`config.mk`:
```
export PLATFORM = sky130hd
export DESIGN_NAME = pc_gen
export DESIGN_NICKNAME = d
export VERILOG_FILES = /design/src/rtl/pc_gen_pkg.sv /design/src/rtl/pc_ras.sv /design/src/rtl/pc_gen.sv
export SDC_FILE = /design/constraint.sdc
export NUM_CORES = 1
export LEC_CHECK = 0
export CAP_MARGIN = 20
export CORE_UTILIZATION = 46
export DETAILED_ROUTE_END_ITERATION = 12
export PLACE_DENSITY = 0.8
export SYNTH_ARGS = -nofsm -noshare
export SYNTH_HDL_FRONTEND = slang
export SYNTH_SLANG_ARGS = --single-unit
```
`constraint.sdc`:
```
create_clock -name clk -period 2.3 [get_ports clk]
set_input_delay 0.46 -clock clk [delete_from_list [all_inputs] [get_ports clk]]
set_output_delay 0.46 -clock clk [all_outputs]
set_load 0.05 [all_outputs]
```
`src/rtl/pc_gen_pkg.sv`:
```
// Shared definitions for the program-counter generator: FSM state encoding,
// default vectors and a small address-alignment helper.
package pc_gen_pkg;

  typedef enum logic [1:0] {
    ST_BOOT = 2'd0,
    ST_RUN  = 2'd1,
    ST_HALT = 2'd2
  } pc_state_e;

  localparam logic [31:0] PC_RESET_VECTOR_DEF = 32'h0000_0000;
  localparam logic [31:0] PC_EXC_VECTOR_DEF   = 32'h0000_0080;
  localparam int unsigned PC_STEP_DEF         = 4;
  localparam int unsigned PC_RAS_DEPTH_DEF    = 4;

  // True when addr is not a multiple of step (step is a power of two).
  function automatic logic addr_misaligned(input logic [63:0] addr, input int unsigned step);
    logic [63:0] mask;
    mask = 64'(step) - 64'd1;
    return (addr & mask) != 64'd0;
  endfunction

endpackage

```
`src/rtl/pc_ras.sv`:
```
// Circular return-address stack: push overwrites the oldest entry when full,
// push+pop together replaces the top entry in place.
module pc_ras
  import pc_gen_pkg::*;
#(
  parameter int unsigned WIDTH     = 32,
  parameter int unsigned RAS_DEPTH = PC_RAS_DEPTH_DEF
) (
  input  logic             clk,
  input  logic             rst_n,
  input  logic             push_i,
  input  logic             pop_i,
  input  logic [WIDTH-1:0] push_data_i,
  output logic [WIDTH-1:0] top_o,
  output logic             empty_o
);

  localparam int unsigned PW = (RAS_DEPTH > 1) ? $clog2(RAS_DEPTH) : 1;
  localparam int unsigned CW = $clog2(RAS_DEPTH + 1);

  logic [WIDTH-1:0] mem_q [RAS_DEPTH];
  logic [WIDTH-1:0] mem_d [RAS_DEPTH];
  logic [PW-1:0]    ptr_q, ptr_d;
  logic [CW-1:0]    cnt_q, cnt_d;
  logic [PW-1:0]    top_idx_s;
  logic             pop_ok_s;

  // ptr_q is the next free slot; the top entry sits just below it.
  assign top_idx_s = ptr_q - PW'(1'b1);
  assign pop_ok_s  = pop_i & (cnt_q != {CW{1'b0}});
  assign top_o     = mem_q[top_idx_s];
  assign empty_o   = (cnt_q == {CW{1'b0}});

  // Next-state of stack storage, pointer and occupancy count.
  always_comb begin
    mem_d = mem_q;
    ptr_d = ptr_q;
    cnt_d = cnt_q;
    case ({push_i, pop_ok_s})
      2'b10: begin
        mem_d[ptr_q] = push_data_i;
        ptr_d        = ptr_q + PW'(1'b1);
        cnt_d        = (cnt_q == CW'(RAS_DEPTH)) ? cnt_q : cnt_q + CW'(1'b1);
      end
      2'b01: begin
        ptr_d = top_idx_s;
        cnt_d = cnt_q - CW'(1'b1);
      end
      2'b11: begin
        mem_d[top_idx_s] = push_data_i;
      end
      default: begin
        ptr_d = ptr_q;
      end
    endcase
  end

  // Stack state registers with asynchronous clear.
  always_ff @(posedge clk or negedge rst_n) begin
    if (!rst_n) begin
      for (int i = 0; i < RAS_DEPTH; i++) begin
        mem_q[i] <= {WIDTH{1'b0}};
      end
      ptr_q <= {PW{1'b0}};
      cnt_q <= {CW{1'b0}};
    end else begin
      mem_q <= mem_d;
      ptr_q <= ptr_d;
      cnt_q <= cnt_d;
    end
  end

endmodule

```
`src/rtl/pc_gen.sv`:
```
// Program-counter generator with BOOT/RUN/HALT control, exception and
// redirect handling. Define PC_GEN_RAS_EN to add the return-address stack.
module pc_gen
  import pc_gen_pkg::*;
#(
  parameter int unsigned      WIDTH        = 32,
  parameter logic [WIDTH-1:0] RESET_VECTOR = WIDTH'(PC_RESET_VECTOR_DEF),
  parameter logic [WIDTH-1:0] EXC_VECTOR   = WIDTH'(PC_EXC_VECTOR_DEF),
  parameter int unsigned      STEP         = PC_STEP_DEF,
  parameter int unsigned      RAS_DEPTH    = PC_RAS_DEPTH_DEF
) (
  input  logic             clk,
  input  logic             reset,
  input  logic             stall,
  input  logic             redirect,
  input  logic [WIDTH-1:0] redirect_target,
  input  logic             exc,
  input  logic             halt,
  input  logic             resume,
  input  logic             call,
  input  logic             ret,
  output logic [WIDTH-1:0] pc,
  output logic             pc_valid,
  output logic             misalign,
  output logic             ras_miss,
  output logic             ras_empty
);

  pc_state_e        state_q, state_d;
  logic [WIDTH-1:0] pc_q, pc_d;
  logic [WIDTH-1:0] pc_inc_s;
  logic [WIDTH-1:0] seq_pc_s;
  logic             pc_valid_q;
  logic             misalign_q, misalign_d;
  logic             redirect_misaligned_s;

  assign pc_inc_s              = pc_q + WIDTH'(STEP);
  assign redirect_misaligned_s = addr_misaligned(64'(redirect_target), STEP);

`ifdef PC_GEN_RAS_EN
  logic             seq_adv_s;
  logic             ras_push_s;
  logic             ras_pop_s;
  logic             ras_empty_s;
  logic [WIDTH-1:0] ras_top_s;
  logic             ras_miss_q, ras_miss_d;

  // Call/ret only act on an edge where RUN advances sequentially.
  assign seq_adv_s  = (state_q == ST_RUN) & ~exc & ~redirect & ~halt & ~stall;
  assign ras_push_s = seq_adv_s & call;
  assign ras_pop_s  = seq_adv_s & ret & ~ras_empty_s;
  assign ras_miss_d = seq_adv_s & ret & ras_empty_s;
  assign seq_pc_s   = (ret && !ras_empty_s) ? ras_top_s : pc_inc_s;

  pc_ras #(
    .WIDTH     (WIDTH),
    .RAS_DEPTH (RAS_DEPTH)
  ) u_ras (
    .clk         (clk),
    .rst_n       (reset),
    .push_i      (ras_push_s),
    .pop_i       (ras_pop_s),
    .push_data_i (pc_inc_s),
    .top_o       (ras_top_s),
    .empty_o     (ras_empty_s)
  );

  // One-cycle pulse for a ret that found the stack empty.
  always_ff @(posedge clk or negedge reset) begin
    if (!reset) begin
      ras_miss_q <= 1'b0;
    end else begin
      ras_miss_q <= ras_miss_d;
    end
  end

  assign ras_miss  = ras_miss_q;
  assign ras_empty = ras_empty_s;
`else
  logic unused_ras_s;

  assign unused_ras_s = call ^ ret;
  assign seq_pc_s     = pc_inc_s;
  assign ras_miss     = 1'b0;
  assign ras_empty    = 1'b1;
`endif

  // Control FSM and next-pc selection.
  always_comb begin
    state_d    = state_q;
    pc_d       = pc_q;
    misalign_d = 1'b0;
    case (state_q)
      ST_BOOT: begin
        state_d = ST_RUN;
      end
      ST_RUN: begin
        if (exc) begin
          pc_d = EXC_VECTOR;
        end else if (redirect) begin
          if (redirect_misaligned_s) begin
            pc_d       = EXC_VECTOR;
            misalign_d = 1'b1;
          end else begin
            pc_d = redirect_target;
          end
        end else if (halt) begin
          state_d = ST_HALT;
        end else if (stall) begin
          pc_d = pc_q;
        end else begin
          pc_d = seq_pc_s;
        end
      end
      ST_HALT: begin
        if (exc) begin
          pc_d    = EXC_VECTOR;
          state_d = ST_RUN;
        end else if (resume) begin
          state_d = ST_RUN;
        end else begin
          state_d = ST_HALT;
        end
      end
      default: begin
        state_d = ST_BOOT;
        pc_d    = RESET_VECTOR;
      end
    endcase
  end

  // State, pc and status flag registers; pc_valid tracks the RUN state.
  always_ff @(posedge clk or negedge reset) begin
    if (!reset) begin
      state_q    <= ST_BOOT;
      pc_q       <= RESET_VECTOR;
      pc_valid_q <= 1'b0;
      misalign_q <= 1'b0;
    end else begin
      state_q    <= state_d;
      pc_q       <= pc_d;
      pc_valid_q <= (state_d == ST_RUN);
      misalign_q <= misalign_d;
    end
  end

  assign pc       = pc_q;
  assign pc_valid = pc_valid_q;
  assign misalign = misalign_q;

endmodule

```
==> impl_metrics.env <==
export IMPL_cts_tree="done"
export IMPL_max_vdd_ir_drop_mv=0.6518
export IMPL_clk_path_buf_depth=2
export IMPL_design_core_area_mm2=0.004848
export IMPL_period_minus_slack_ns=2.105
export IMPL_io_buffers=72
export IMPL_cts_setup_buffers=0
export IMPL_final_antenna_net_count=0
export IMPL_drt_initial_drc_count=189
export IMPL_grt_start_max_net_pins=37
export IMPL_cellLeakagePower_nw=1.333
export IMPL_grt_pass1_vias=2320
export IMPL_slew_headroom_pct=60.64
export IMPL_crit_type="reg2out"
export IMPL_synth_warning_count=0
export IMPL_fp_dieW_um=73.68
export IMPL_place_congestion=0.8529
export IMPL_num_io_pins=77
export IMPL_htree_num_levels=2
export IMPL_postSynthAreaPerCell_um2=8.721
export IMPL_start_kind="flip-flop"
export IMPL_fin_nets=404
export IMPL_drive_gt1_share_pct=12.26
export IMPL_die_area_mm2=0.005429
export IMPL_hold_path_class="reg2reg"
export IMPL_critPathCaptureType="output pin"
export IMPL_status="complete, no violations"
export IMPL_initial_utilization_pct=48.75
export IMPL_max_freq_mhz=474.9
export IMPL_synthArstFlopShare_pct=100.0
export IMPL_crit_chain="clkdlybuf4s50_1"
export IMPL_critPathBufInv=1
export IMPL_netlist_top_cells_area="dfrtp_1 38%, nand2_1 5.6%, o21ai_0 4.0%, nand3_1 3.2%, a22o_1 3.0%"
export IMPL_cts_made_buffers=5
export IMPL_rsz0062_at_grt="no"
export IMPL_cts_sinks=36
export IMPL_max_cap_viol_count=0
export IMPL_worst_pin_slew_ns=0.5882
export IMPL_finalHoldViolCount=0
export IMPL_routed_wl_um=6672
export IMPL_std_cell_rows=25
export IMPL_fill_cells=414
export IMPL_die_y_um=73.68
export IMPL_synthCells=271
export IMPL_grt_pass1_wl_um=10720
export IMPL_post_synth_top_count_cell="dfrtp_1"
export IMPL_cts_clk_slew_worst_paths_ns=0.08
export IMPL_cp_arrival_ns=1.65
export IMPL_yosys_cell_types_count=50
export IMPL_clk_latency_ns=0.29
export IMPL_power_density_mw_per_mm2=701.5
export IMPL_ctsHoldBuffers=0
export IMPL_netlist_top_cells_count="36 x dfrtp_1, 35 x nand2_1, 19 x o21ai_0, 17 x nor2_1, 15 x nand3_1"
export IMPL_synth_yosys_seq_area_share_pct=38.12
export IMPL_synthFlopType="dfrtp_1"
export IMPL_max_stage_delay_ns=0.85
export IMPL_synth_fp_nets=317
export IMPL_power_w=0.002369
export IMPL_hold_slack_ns=0.5095
export IMPL_finalCritPeriodShare_pct=91.54
export IMPL_cts_resized=0
export IMPL_routed_via_count=2504
export IMPL_drc=0
export IMPL_routed_wire_length_per_instance_um=15.66
export IMPL_setup_violations=0
export IMPL_n_antenna_cell=0
export IMPL_dp_cells=418
export IMPL_antenna_found_initial=0
export IMPL_synth_seq_cells=36
export IMPL_syn_area_mm2=0.002364
export IMPL_yosysTopAreaCell="dfrtp_1"
export IMPL_dpl_hpwl_um=5067
export IMPL_crit_family="buffers and inverters"
export IMPL_synth_edf_count=0
export IMPL_synth_top_area_share_pct=38.12
export IMPL_grt_total_usage_pct=25.97
export IMPL_crit_slowest_cell="clkdlybuf4s50_1"
export IMPL_drt_vias_per_instance=5.878
export IMPL_area_growth_pct=42.88
export IMPL_clock_skew_ns=0.009857
export IMPL_dr_pass1_iters=5
export IMPL_critPathMaxFanout=7
export IMPL_instances_no_fill=426
export IMPL_gr_total_overflow=0
export IMPL_cts_root_buf="clkbuf_8"
export IMPL_slew_violations=0
export IMPL_critPathRequiredTime_ns=1.84
stage by stage:
stage	area, um^2	setup slack [ns]	setup TNS [ns]	util, %
floorplan	2382	0.001569	0	-
global placement	3291	0.006682	0	67.87
detailed placement	3291	-0.02936	-0.08618	67.87
CTS	3372	0.1342	0	69.55
global route	3377	0.05119	0	69.65
finish	3377	0.1945	0	69.65
sequential cells by signal (all words and copies together) (netlist names):
signal,count
pc_valid,1
pc,32
state_q,2
misalign,1
power by group:
| group | internal (W) | switching (W) |
|---|---|---|
| Clock | 0.000213 | 0.000229 |
| Sequential | 0.000701 | 0.0000809 |
| Combinational | 0.000461 | 0.000685 |
cells by family after synthesis:
group | count (synthesis) | synth area share, %
other | 2 | 0.3177
multiplexers | 2 | 0.8470
flip-flops | 36 | 38.12
AND/OR/NAND/NOR | 122 | 28.00
AO/OA/AOI/OAI | 74 | 22.24
buffers and inverters | 19 | 3.758
XOR/XNOR | 11 | 4.076
adder cells (fa/ha/maj) | 5 | 2.647
final timing paths:
kind,startpoint,end,slack [ns],cells after the start
max,pc[15],pc[15],0.19,1
min,pc[1],pc[1],0.51,1
max reg2reg,pc[2],pc[28],0.20,5
min reg2reg,pc[1],pc[1],0.51,1
max in group asynchronous,reset,pc[3],1.36,2
min in group asynchronous,reset,pc[2],0.59,2
cell usage in the layout, fill, tap and decap left out, types with 3 or more instances in the layout:
cell type,count
clkdlybuf4s50_1,72
nand2_1,35
dfrtp_1,31
buf_4,20
o21ai_0,18
nor2_1,17
nand3_1,14
a21oi_1,12
a22o_1,8
nand4_1,7
nor3_1,7
inv_1,6
xnor2_1,6
and3_1,6
o211ai_1,6
a221o_1,6
nor2b_1,5
xor2_1,5
a22oi_1,5
nor4_1,5
clkbuf_8,5
dfrtp_2,5
nand2b_1,4
a32oi_1,4
ha_1,4
o2bb2ai_1,3
and2_1,3
or3_1,3
layout make-up:
cell class	count	area, um^2	area share, %
flip-flops and latches	36	907.1	26.86
clock buffers	7	76.32	2.260
clock inverters	1	5.005	0.1482
multi-input cells	216	1391	41.20
repair buffers	93	890.9	26.38
well taps	67	83.83	2.482
inverters	6	22.52	0.6669
metal layers:
metal,part of all wire [%],vias to the layer above,GRT usage [%]
met2,48,103,43.93
met1,44,1199,33.16
met3,6.3,9,4.664
met5,0,-,0
met4,1.3,0,9.188
li1,-,1193,-
Power figures use the tool's default switching activity.
